--- config.mk ---
export PLATFORM = sky130hd
export DESIGN_NAME = decode_seq
export DESIGN_NICKNAME = d
export VERILOG_FILES = /design/src/rtl/decode_pkg.sv /design/src/rtl/prio_enc.sv /design/src/rtl/decode_seq.sv
export SDC_FILE = /design/constraint.sdc
export NUM_CORES = 1
export LEC_CHECK = 0
export CAP_MARGIN = 5
export CORE_MARGIN = 1.5
export CORE_UTILIZATION = 30
export DETAILED_ROUTE_END_ITERATION = 7
export GPL_TIMING_DRIVEN = 0
export SLEW_MARGIN = 20
export SYNTH_ARGS = -nofsm -noshare
export SYNTH_HDL_FRONTEND = slang
export SYNTH_SLANG_ARGS = --single-unit
--- constraint.sdc ---
create_clock -name clk -period 6.4 [get_ports clk]
set_input_delay 0.96 -clock clk [delete_from_list [all_inputs] [get_ports clk]]
set_output_delay 0.96 -clock clk [all_outputs]
set_load 0.05 [all_outputs]
--- src/rtl/decode_pkg.sv ---
// Shared decode definitions: opcodes, writeback-select encodings, the
// sequencer state type and the bundle of one-bit micro-op controls.
package decode_pkg;

  // Major opcodes, taken from ir[15:12]
  localparam logic [3:0] OP_ADD = 4'b0000;
  localparam logic [3:0] OP_ADI = 4'b0001;
  localparam logic [3:0] OP_NDU = 4'b0010;
  localparam logic [3:0] OP_LHI = 4'b0011;
  localparam logic [3:0] OP_LW  = 4'b0100;
  localparam logic [3:0] OP_SW  = 4'b0101;
  localparam logic [3:0] OP_LM  = 4'b0110;
  localparam logic [3:0] OP_SM  = 4'b0111;
  localparam logic [3:0] OP_JAL = 4'b1000;
  localparam logic [3:0] OP_JLR = 4'b1001;
  localparam logic [3:0] OP_BEQ = 4'b1100;

  // Source of the value written to the destination register
  typedef enum logic [1:0] {
    WB_MEM = 2'd0,
    WB_ALU = 2'd1,
    WB_IMM = 2'd2,
    WB_PC  = 2'd3
  } mreg_wb_e;

  // Source of the value written to R7 (the program counter)
  typedef enum logic [2:0] {
    R7_NONE   = 3'd0,
    R7_MEM    = 3'd1,
    R7_BRANCH = 3'd2,
    R7_ALU    = 3'd3,
    R7_REG    = 3'd4
  } mr7wb_e;

  // IDLE accepts instructions; SEQ walks the remaining LM/SM register list
  typedef enum logic {
    IDLE = 1'b0,
    SEQ  = 1'b1
  } state_e;

  // Per-micro-op control bundle; wmem is active-low (1 = no memory write)
  typedef struct packed {
    logic     mex1;
    logic     mex2;
    logic     alu_ctrl;
    logic     wmem;
    logic     mmem_r;
    logic     mmem_w;
    logic     mmem_data;
    mreg_wb_e mreg_wb;
    mr7wb_e   mr7wb;
  } ctrl_t;

  // Harmless bubble: no register, memory or R7 side effects
  localparam ctrl_t CTRL_NOP = '{
    mex1:      1'b0,
    mex2:      1'b0,
    alu_ctrl:  1'b0,
    wmem:      1'b1,
    mmem_r:    1'b0,
    mmem_w:    1'b0,
    mmem_data: 1'b0,
    mreg_wb:   WB_MEM,
    mr7wb:     R7_NONE
  };

  // True for the load/store-multiple opcodes that expand into micro-ops
  function automatic logic is_multi(input logic [3:0] op);
    return (op == OP_LM) || (op == OP_SM);
  endfunction

endpackage

--- src/rtl/prio_enc.sv ---
// Lowest-set-bit encoder: returns the index of the least significant
// asserted request and whether any request was asserted at all.
module prio_enc #(
  parameter int N     = 8,
  parameter int IDX_W = $clog2(N)
) (
  input  logic [N-1:0]     req,
  output logic [IDX_W-1:0] idx,
  output logic             found
);

  // Scan from the top down so the lowest set bit wins the last assignment
  always_comb begin
    // NOTE: defaults first so every path assigns every output; no latches.
    idx   = '0;
    found = 1'b0;
    for (int i = N - 1; i >= 0; i--) begin
      if (req[i]) begin
        idx   = IDX_W'(i);
        found = 1'b1;
      end
    end
  end

endmodule

--- src/rtl/decode_seq.sv ---
// Decode stage with LM/SM micro-op sequencer. Single-micro-op instructions
// appear on the registered outputs one cycle after acceptance; LM/SM are
// expanded into one micro-op per set bit of the register list, lowest first.
module decode_seq
  import decode_pkg::*;
#(
  parameter  int DATA_W = 16,
  parameter  int NREG   = 8,
  localparam int RA_W   = $clog2(NREG)
) (
  input  logic              clk,
  input  logic              reset,
  input  logic              in_valid,
  output logic              in_ready,
  input  logic [DATA_W-1:0] ir,
  input  logic [DATA_W-1:0] pc,
  input  logic              flush,
  output logic              out_valid,
  input  logic              out_ready,
  output logic [DATA_W-1:0] out_ir,
  output logic [DATA_W-1:0] out_pc,
  output logic [DATA_W-1:0] pc_imm,
  output logic [DATA_W-1:0] sext_imm6,
  output logic [DATA_W-1:0] imm970,
  output logic [RA_W-1:0]   ra1,
  output logic [RA_W-1:0]   ra2,
  output logic [RA_W-1:0]   wa,
  output logic              mex1,
  output logic              mex2,
  output logic              alu_ctrl,
  output logic              wmem,
  output logic              mmem_r,
  output logic              mmem_w,
  output logic              mmem_data,
  output logic [1:0]        mreg_wb,
  output logic [2:0]        mr7wb,
  output logic              uop_first,
  output logic              uop_last,
  output logic [RA_W-1:0]   uop_idx
);

  localparam logic [RA_W-1:0] REG_R7 = RA_W'(7);

  state_e          state;
  logic [NREG-1:0] list_q;
  ctrl_t           ctrl_q;

  logic            load;
  logic [DATA_W-1:0] src_ir;
  logic [3:0]      op;
  logic [RA_W-1:0] f_a, f_b, f_c;

  logic [NREG-1:0] enc_req;
  logic [RA_W-1:0] enc_idx;
  logic            enc_found;
  logic [NREG-1:0] one_hot;
  logic [NREG-1:0] list_rest;
  logic            more;

  ctrl_t           nx_ctrl;
  logic [RA_W-1:0] nx_ra1, nx_ra2, nx_wa;

  logic [DATA_W-1:0] sext6, sext9, nx_pc_imm, nx_imm970;

  // The output register may advance when empty or being drained downstream
  assign load     = !out_valid || out_ready;
  assign in_ready = (state == IDLE) && load && !flush && !reset;

  prio_enc #(
    .N     (NREG),
    .IDX_W (RA_W)
  ) u_prio_enc (
    .req   (enc_req),
    .idx   (enc_idx),
    .found (enc_found)
  );

  // Select the instruction being decoded and the list feeding the encoder:
  // during SEQ the originating instruction is held in out_ir
  always_comb begin
    src_ir  = (state == SEQ) ? out_ir : ir;
    op      = src_ir[15:12];
    f_a     = RA_W'(src_ir[11:9]);
    f_b     = RA_W'(src_ir[8:6]);
    f_c     = RA_W'(src_ir[5:3]);
    enc_req = '0;
    if (state == SEQ) begin
      enc_req = list_q;
    end else if (is_multi(op)) begin
      enc_req = src_ir[NREG-1:0];
    end
    one_hot   = {{(NREG-1){1'b0}}, 1'b1} << enc_idx;
    list_rest = enc_req & ~one_hot;
    more      = enc_found && (list_rest != '0);
  end

  // Decode the next micro-op's register addresses and control bundle
  always_comb begin
    nx_ctrl = CTRL_NOP;
    nx_ra1  = '0;
    nx_ra2  = '0;
    nx_wa   = '0;
    case (op)
      OP_ADD, OP_NDU: begin
        nx_ra1           = f_a;
        nx_ra2           = f_b;
        nx_wa            = f_c;
        nx_ctrl.alu_ctrl = (op == OP_NDU);
        nx_ctrl.mreg_wb  = WB_ALU;
        nx_ctrl.mr7wb    = (f_c == REG_R7) ? R7_ALU : R7_NONE;
      end
      OP_ADI: begin
        nx_ra1          = f_a;
        nx_wa           = f_b;
        nx_ctrl.mex2    = 1'b1;
        nx_ctrl.mreg_wb = WB_ALU;
        nx_ctrl.mr7wb   = (f_b == REG_R7) ? R7_ALU : R7_NONE;
      end
      OP_LHI: begin
        nx_wa           = f_a;
        nx_ctrl.mreg_wb = WB_IMM;
      end
      OP_LW: begin
        nx_ra2          = f_b;
        nx_wa           = f_a;
        nx_ctrl.mex1    = 1'b1;
        nx_ctrl.mmem_r  = 1'b1;
        nx_ctrl.mreg_wb = WB_MEM;
        nx_ctrl.mr7wb   = (f_a == REG_R7) ? R7_MEM : R7_NONE;
      end
      OP_SW: begin
        nx_ra1         = f_a;
        nx_ra2         = f_b;
        nx_ctrl.mex1   = 1'b1;
        nx_ctrl.wmem   = 1'b0;
        nx_ctrl.mmem_w = 1'b1;
      end
      OP_LM: begin
        if (enc_found) begin
          nx_ra1          = f_a;
          nx_wa           = enc_idx;
          nx_ctrl.mmem_r  = 1'b1;
          nx_ctrl.mreg_wb = WB_MEM;
          nx_ctrl.mr7wb   = (enc_idx == REG_R7) ? R7_MEM : R7_NONE;
        end
      end
      OP_SM: begin
        if (enc_found) begin
          nx_ra1            = f_a;
          nx_ra2            = enc_idx;
          nx_ctrl.wmem      = 1'b0;
          nx_ctrl.mmem_w    = 1'b1;
          nx_ctrl.mmem_data = 1'b1;
        end
      end
      OP_BEQ: begin
        nx_ra1        = f_a;
        nx_ra2        = f_b;
        nx_ctrl.mr7wb = R7_BRANCH;
      end
      OP_JAL: begin
        nx_wa           = f_a;
        nx_ctrl.mreg_wb = WB_PC;
        nx_ctrl.mr7wb   = R7_BRANCH;
      end
      OP_JLR: begin
        nx_ra2          = f_b;
        nx_wa           = f_a;
        nx_ctrl.mreg_wb = WB_PC;
        nx_ctrl.mr7wb   = R7_REG;
      end
      default: ;
    endcase
  end

  // Immediates only matter on acceptance, so they are built from the input ir
  always_comb begin
    sext6     = {{(DATA_W-6){ir[5]}}, ir[5:0]};
    sext9     = {{(DATA_W-9){ir[8]}}, ir[8:0]};
    nx_imm970 = {ir[8:0], {(DATA_W-9){1'b0}}};
    nx_pc_imm = pc + ((ir[15:12] == OP_JAL) ? sext9 : sext6);
  end

  // Sequencer state and output register; flush outranks accept and SEQ
  always_ff @(posedge clk) begin
    // NOTE: non-blocking assignments so every register samples pre-edge values.
    if (reset) begin
      state     <= IDLE;
      list_q    <= '0;
      out_valid <= 1'b0;
      out_ir    <= '0;
      out_pc    <= '0;
      pc_imm    <= '0;
      sext_imm6 <= '0;
      imm970    <= '0;
      ra1       <= '0;
      ra2       <= '0;
      wa        <= '0;
      ctrl_q    <= CTRL_NOP;
      uop_first <= 1'b0;
      uop_last  <= 1'b0;
      uop_idx   <= '0;
    end else if (flush) begin
      state     <= IDLE;
      list_q    <= '0;
      out_valid <= 1'b0;
    end else if (load) begin
      if (state == SEQ) begin
        ra1       <= nx_ra1;
        ra2       <= nx_ra2;
        wa        <= nx_wa;
        ctrl_q    <= nx_ctrl;
        uop_first <= 1'b0;
        uop_last  <= !more;
        uop_idx   <= uop_idx + RA_W'(1);
        list_q    <= list_rest;
        out_valid <= 1'b1;
        if (!more) begin
          state <= IDLE;
        end
      end else if (in_valid) begin
        out_ir    <= ir;
        out_pc    <= pc;
        pc_imm    <= nx_pc_imm;
        sext_imm6 <= sext6;
        imm970    <= nx_imm970;
        ra1       <= nx_ra1;
        ra2       <= nx_ra2;
        wa        <= nx_wa;
        ctrl_q    <= nx_ctrl;
        uop_first <= 1'b1;
        uop_last  <= !more;
        uop_idx   <= '0;
        out_valid <= 1'b1;
        if (more) begin
          state  <= SEQ;
          list_q <= list_rest;
        end
      end else begin
        out_valid <= 1'b0;
      end
    end
  end

  assign mex1      = ctrl_q.mex1;
  assign mex2      = ctrl_q.mex2;
  assign alu_ctrl  = ctrl_q.alu_ctrl;
  assign wmem      = ctrl_q.wmem;
  assign mmem_r    = ctrl_q.mmem_r;
  assign mmem_w    = ctrl_q.mmem_w;
  assign mmem_data = ctrl_q.mmem_data;
  assign mreg_wb   = ctrl_q.mreg_wb;
  assign mr7wb     = ctrl_q.mr7wb;

endmodule

==> metrics.md <==
| Metric | Value |
|---|---|
| Outcome | completed |
| Crit path max fanout | 8 |
| Fin. Hold Viols | 0 |
| Instance count on the critical path | 9 |
| Hold WC Path Type | flip-flop to flip-flop |
| CTS tree | yes |
| Post-Syn Instances | 644 |
| Least-Margin Pin Slew | 0.988 ns |
| Pin count of the biggest net entering global routing | 17 |
| Critical path launch point type | input pin |
| Setup TNS | 0 ns |
| Total Power | 0.00171 W |
| Hold_buf cts | 0 |
| TritonCTS buffer count | 9 |
| N_diodes | 0 |
| Hold path cells | 2 |
| Flops & latches, synth | 84 |
| Reg2Reg Depth | 7 |
| Clk pin slew, worst setup/hold paths | 0.06 ns |
| Row count | 46 |
| Internal power | 0.00118 W |
| Largest delay contributor family on the critical path | simple AND/OR/NAND/NOR gates |
| H-tree lvl count | 3 |
| Clock root buffer | clkbuf_16 |
| Final wirelength | 17,400 um |
| Max Cap Violations | 0 |
| Worst Hold Slack | 0.452 ns |
| P per Cell Area | 243 nW/um2 |
| # IOs | 145 |
| Share of power burned in registers | 0.332 |
| Synth Cell Area | 4970 um2 |
| Crit path DAT | 4.39 ns |
| Die area | 17,400 um2 |
| Routed WL per cell | 17.1 um |
| Vias in the first global route | 5,149 |
| Sink Count | 84 |
| Routability cong. | 0.934 |
| First-pass GRT wire length | 28,100 um |
| Design area | 7040 um2 |
| Core area | 16,100 um2 |
| Leakage | 2.57 nW |
| Worst stage delay on the critical path | 0.67 ns |
| Post-synthesis sequential area ratio | 0.338 |
| Worst path bufs/invs | 1 |
| Primary FF master, synth | dfxtp_1 |
| Minimum clock period | 4.15 ns |
| Placed Area | 6640 um2 |
| Switch Pwr | 0.000532 W |
| CTS Buffer Depth | 2 |
| Max frequency | 241 MHz |
| Layout cells sized above 1 | 0.0897 |
| Combinational share of power | 0.260 |
| Slew headroom | 0.332 |
| TritonRoute pass-1 iters | 5 |
| Nets | 852 |
| Die X | 132 um |
| Ys async rst share | 0 |
| Routed vias | 5,319 |
| Post-synth EDFFs | 0 |
| Synth warnings | 0 |
| Area Overhead vs Synth | 41.5% |
| Distinct cells, synth | 67 |
| Max Clock Skew | 0.00303 ns |
| Syn avg cell area | 7.72 um2 |
| Die Ht | 132 um |
| Crit Path Category | input pin to flip-flop |
| Routed Antenna Nets | 0 |
| Skew-Pair Late Insertion Delay | 0.35 ns |
| Setup violators final | 0 |
| Switching share of power | 0.311 |
| HPWL Detailed | 13,500 um |
| Vias/cell | 5.22 |
| Final period utilization | 0.648 |
| Iteration-0 DRC Markers | 372 |
| Post-CTS Setup Repair Bufs | 0 |
| Critical path's slowest cell | nor4b_1 |
| DR DRC count | 0 |
| Initial Util | 0.310 |
| RSZ-0062 raised after global routing | false |
| Crit path cell chain | clkdlybuf4s50_1, nor4b_1, mux2_2, ha_1, or4_1, o21ai_0, a21o_1, a21oi_1, o311ai_0 |
| Grt ovf | 0 |
| Initial antenna violation count | 0 |
| Clock power frac | 0.407 |
| Crit end category | flip-flop |
| Worst vdd ir | 161 uV |
| Port-buffer cells | 137 |
| Tot GR Track Use | 0.205 |
| Post-CTS Resized | 0 |
| Slew Limit Fails | 0 |
| WP data required | 6.64 ns |
## path summary, 6_finish.rpt
kind,start,slack (ns),end
max,ir[13],2.25,pc_imm[14]
min,mex1,0.45,mex1
max reg2reg,state,3.54,pc_imm[5]
min reg2reg,mex1,0.45,mex1
## cell usage after synthesis (all sizes together) (3+ instances only)
cell / instances / area [um2]
nand2: 115 / 432
dfxtp: 84 / 1680
a21oi: 73 / 365
nor2: 46 / 173
buf: 42 / 294
o21ai: 29 / 145
clkbuf: 25 / 93.8
nor3: 20 / 100
ha: 16 / 200
nand3: 16 / 80.1
mux2: 12 / 135
mux2i: 11 / 110
a22oi: 9 / 67.6
inv: 9 / 33.8
nand2b: 9 / 56.3
nand3b: 9 / 67.6
nand4: 9 / 56.3
a211oi: 8 / 60.1
o211ai: 8 / 60.1
or3: 6 / 37.5
a31oi: 5 / 31.3
a21o: 4 / 30.0
a221oi: 4 / 35.0
nor2b: 4 / 25.0
nor3b: 4 / 35.0
nor4b: 4 / 35.0
o21a: 4 / 30.0
o21bai: 4 / 30.0
o22ai: 4 / 25.0
a211o: 3 / 26.3
a311oi: 3 / 26.3
nor4: 3 / 18.8
or2: 3 / 18.8
xor2: 3 / 26.3
## cell families (layout without fill, tap and decap cells)
group                    after synthesis  after routing  synth area share
AO/OA/AOI/OAI                        177            177             0.224
XOR/XNOR                               5              5           0.00881
adder cells (fa/ha/maj)               17             17            0.0443
buffers and inverters                 76            229            0.0848
flip-flops                            84             84             0.338
multiplexers                          23             23            0.0493
other                                  1              7          0.000754
AND/OR/NAND/NOR                      261            261             0.250
## power groups by stage
| stage | clock network (W) | logic, W | registers (W) |
|---|---|---|---|
| finish | 0.000696 | 0.000445 | 0.000568 |
| global route | 0.000733 | 0.000477 | 0.000571 |
| CTS | 0.000708 | 0.000444 | 0.000568 |
| detailed placement | 0 | 0.000442 | 0.000579 |
| global placement | 0 | 0.000443 | 0.000579 |
| floorplan | 0 | 0.000211 | 0.000658 |
## through the flow
stage	instances	utilization	setup WS [ns]
2_1_floorplan	650	-	2.98
3_3_place_gp	1003	0.413	2.04
3_5_place_dp	1003	0.413	1.93
4_1_cts	1019	0.438	2.33
5_1_grt	1019	0.438	1.86
6_report	1019	0.438	2.25
## metal layers
layer  GRT usage  up-vias  share of wire
li1            -     2587              -
met1       0.262     2505           0.44
met2       0.335      196           0.47
met3      0.0481       31          0.065
met4      0.0765        0          0.025
met5           0        -              0
## final cells by class
cell class                      instances  area (um2)
Fill cell                            1629        9020
Multi-Input combinational cell        490        2890
Sequential cell                        84        1680
Timing Repair Buffer                  137        1370
Buffer                                 67         388
Tap cell                              216         270
Clock buffer                           10         239
Clock inverter                          6         159
Inverter                                9        33.8
## worst min-delay path: stages (launching register included)
cell     delay, ns
dfxtp_1       0.31
nand2_1       0.05
a21oi_1       0.05
## flip-flops by register name (all words and copies together) (netlist names)
name and count:
mmem_w 1, ra1 3, uop_first 1, state 1
list_q 8, pc_imm 16, wmem 1, mex2 1
out_ir 16, mex1 1, mreg_wb 2, out_valid 1
mr7wb 3, mmem_data 1, wa 3, uop_idx 3
alu_ctrl 1, uop_last 1, out_pc 16, ra2 3
mmem_r 1
## placed cells by master (no fill, tap or decap), drive strengths merged, types with 6 or more instances in the layout
cell type,netlist,final
o211ai,8,8
nand3b,9,9
mux2i,11,11
nand4,9,9
nand2b,9,9
o21ai,29,29
a22oi,9,9
nor2,46,46
conb,1,7
ha,16,16
nand2,115,115
mux2,12,12
inv,9,9
buf,42,42
a21oi,73,73
dfxtp,84,84
clkbuf,25,35
nand3,16,16
or3,6,6
clkdlybuf4s50,0,137
a211oi,8,8
nor3,20,20
Note: power is estimated with default switching activity, not from simulation.
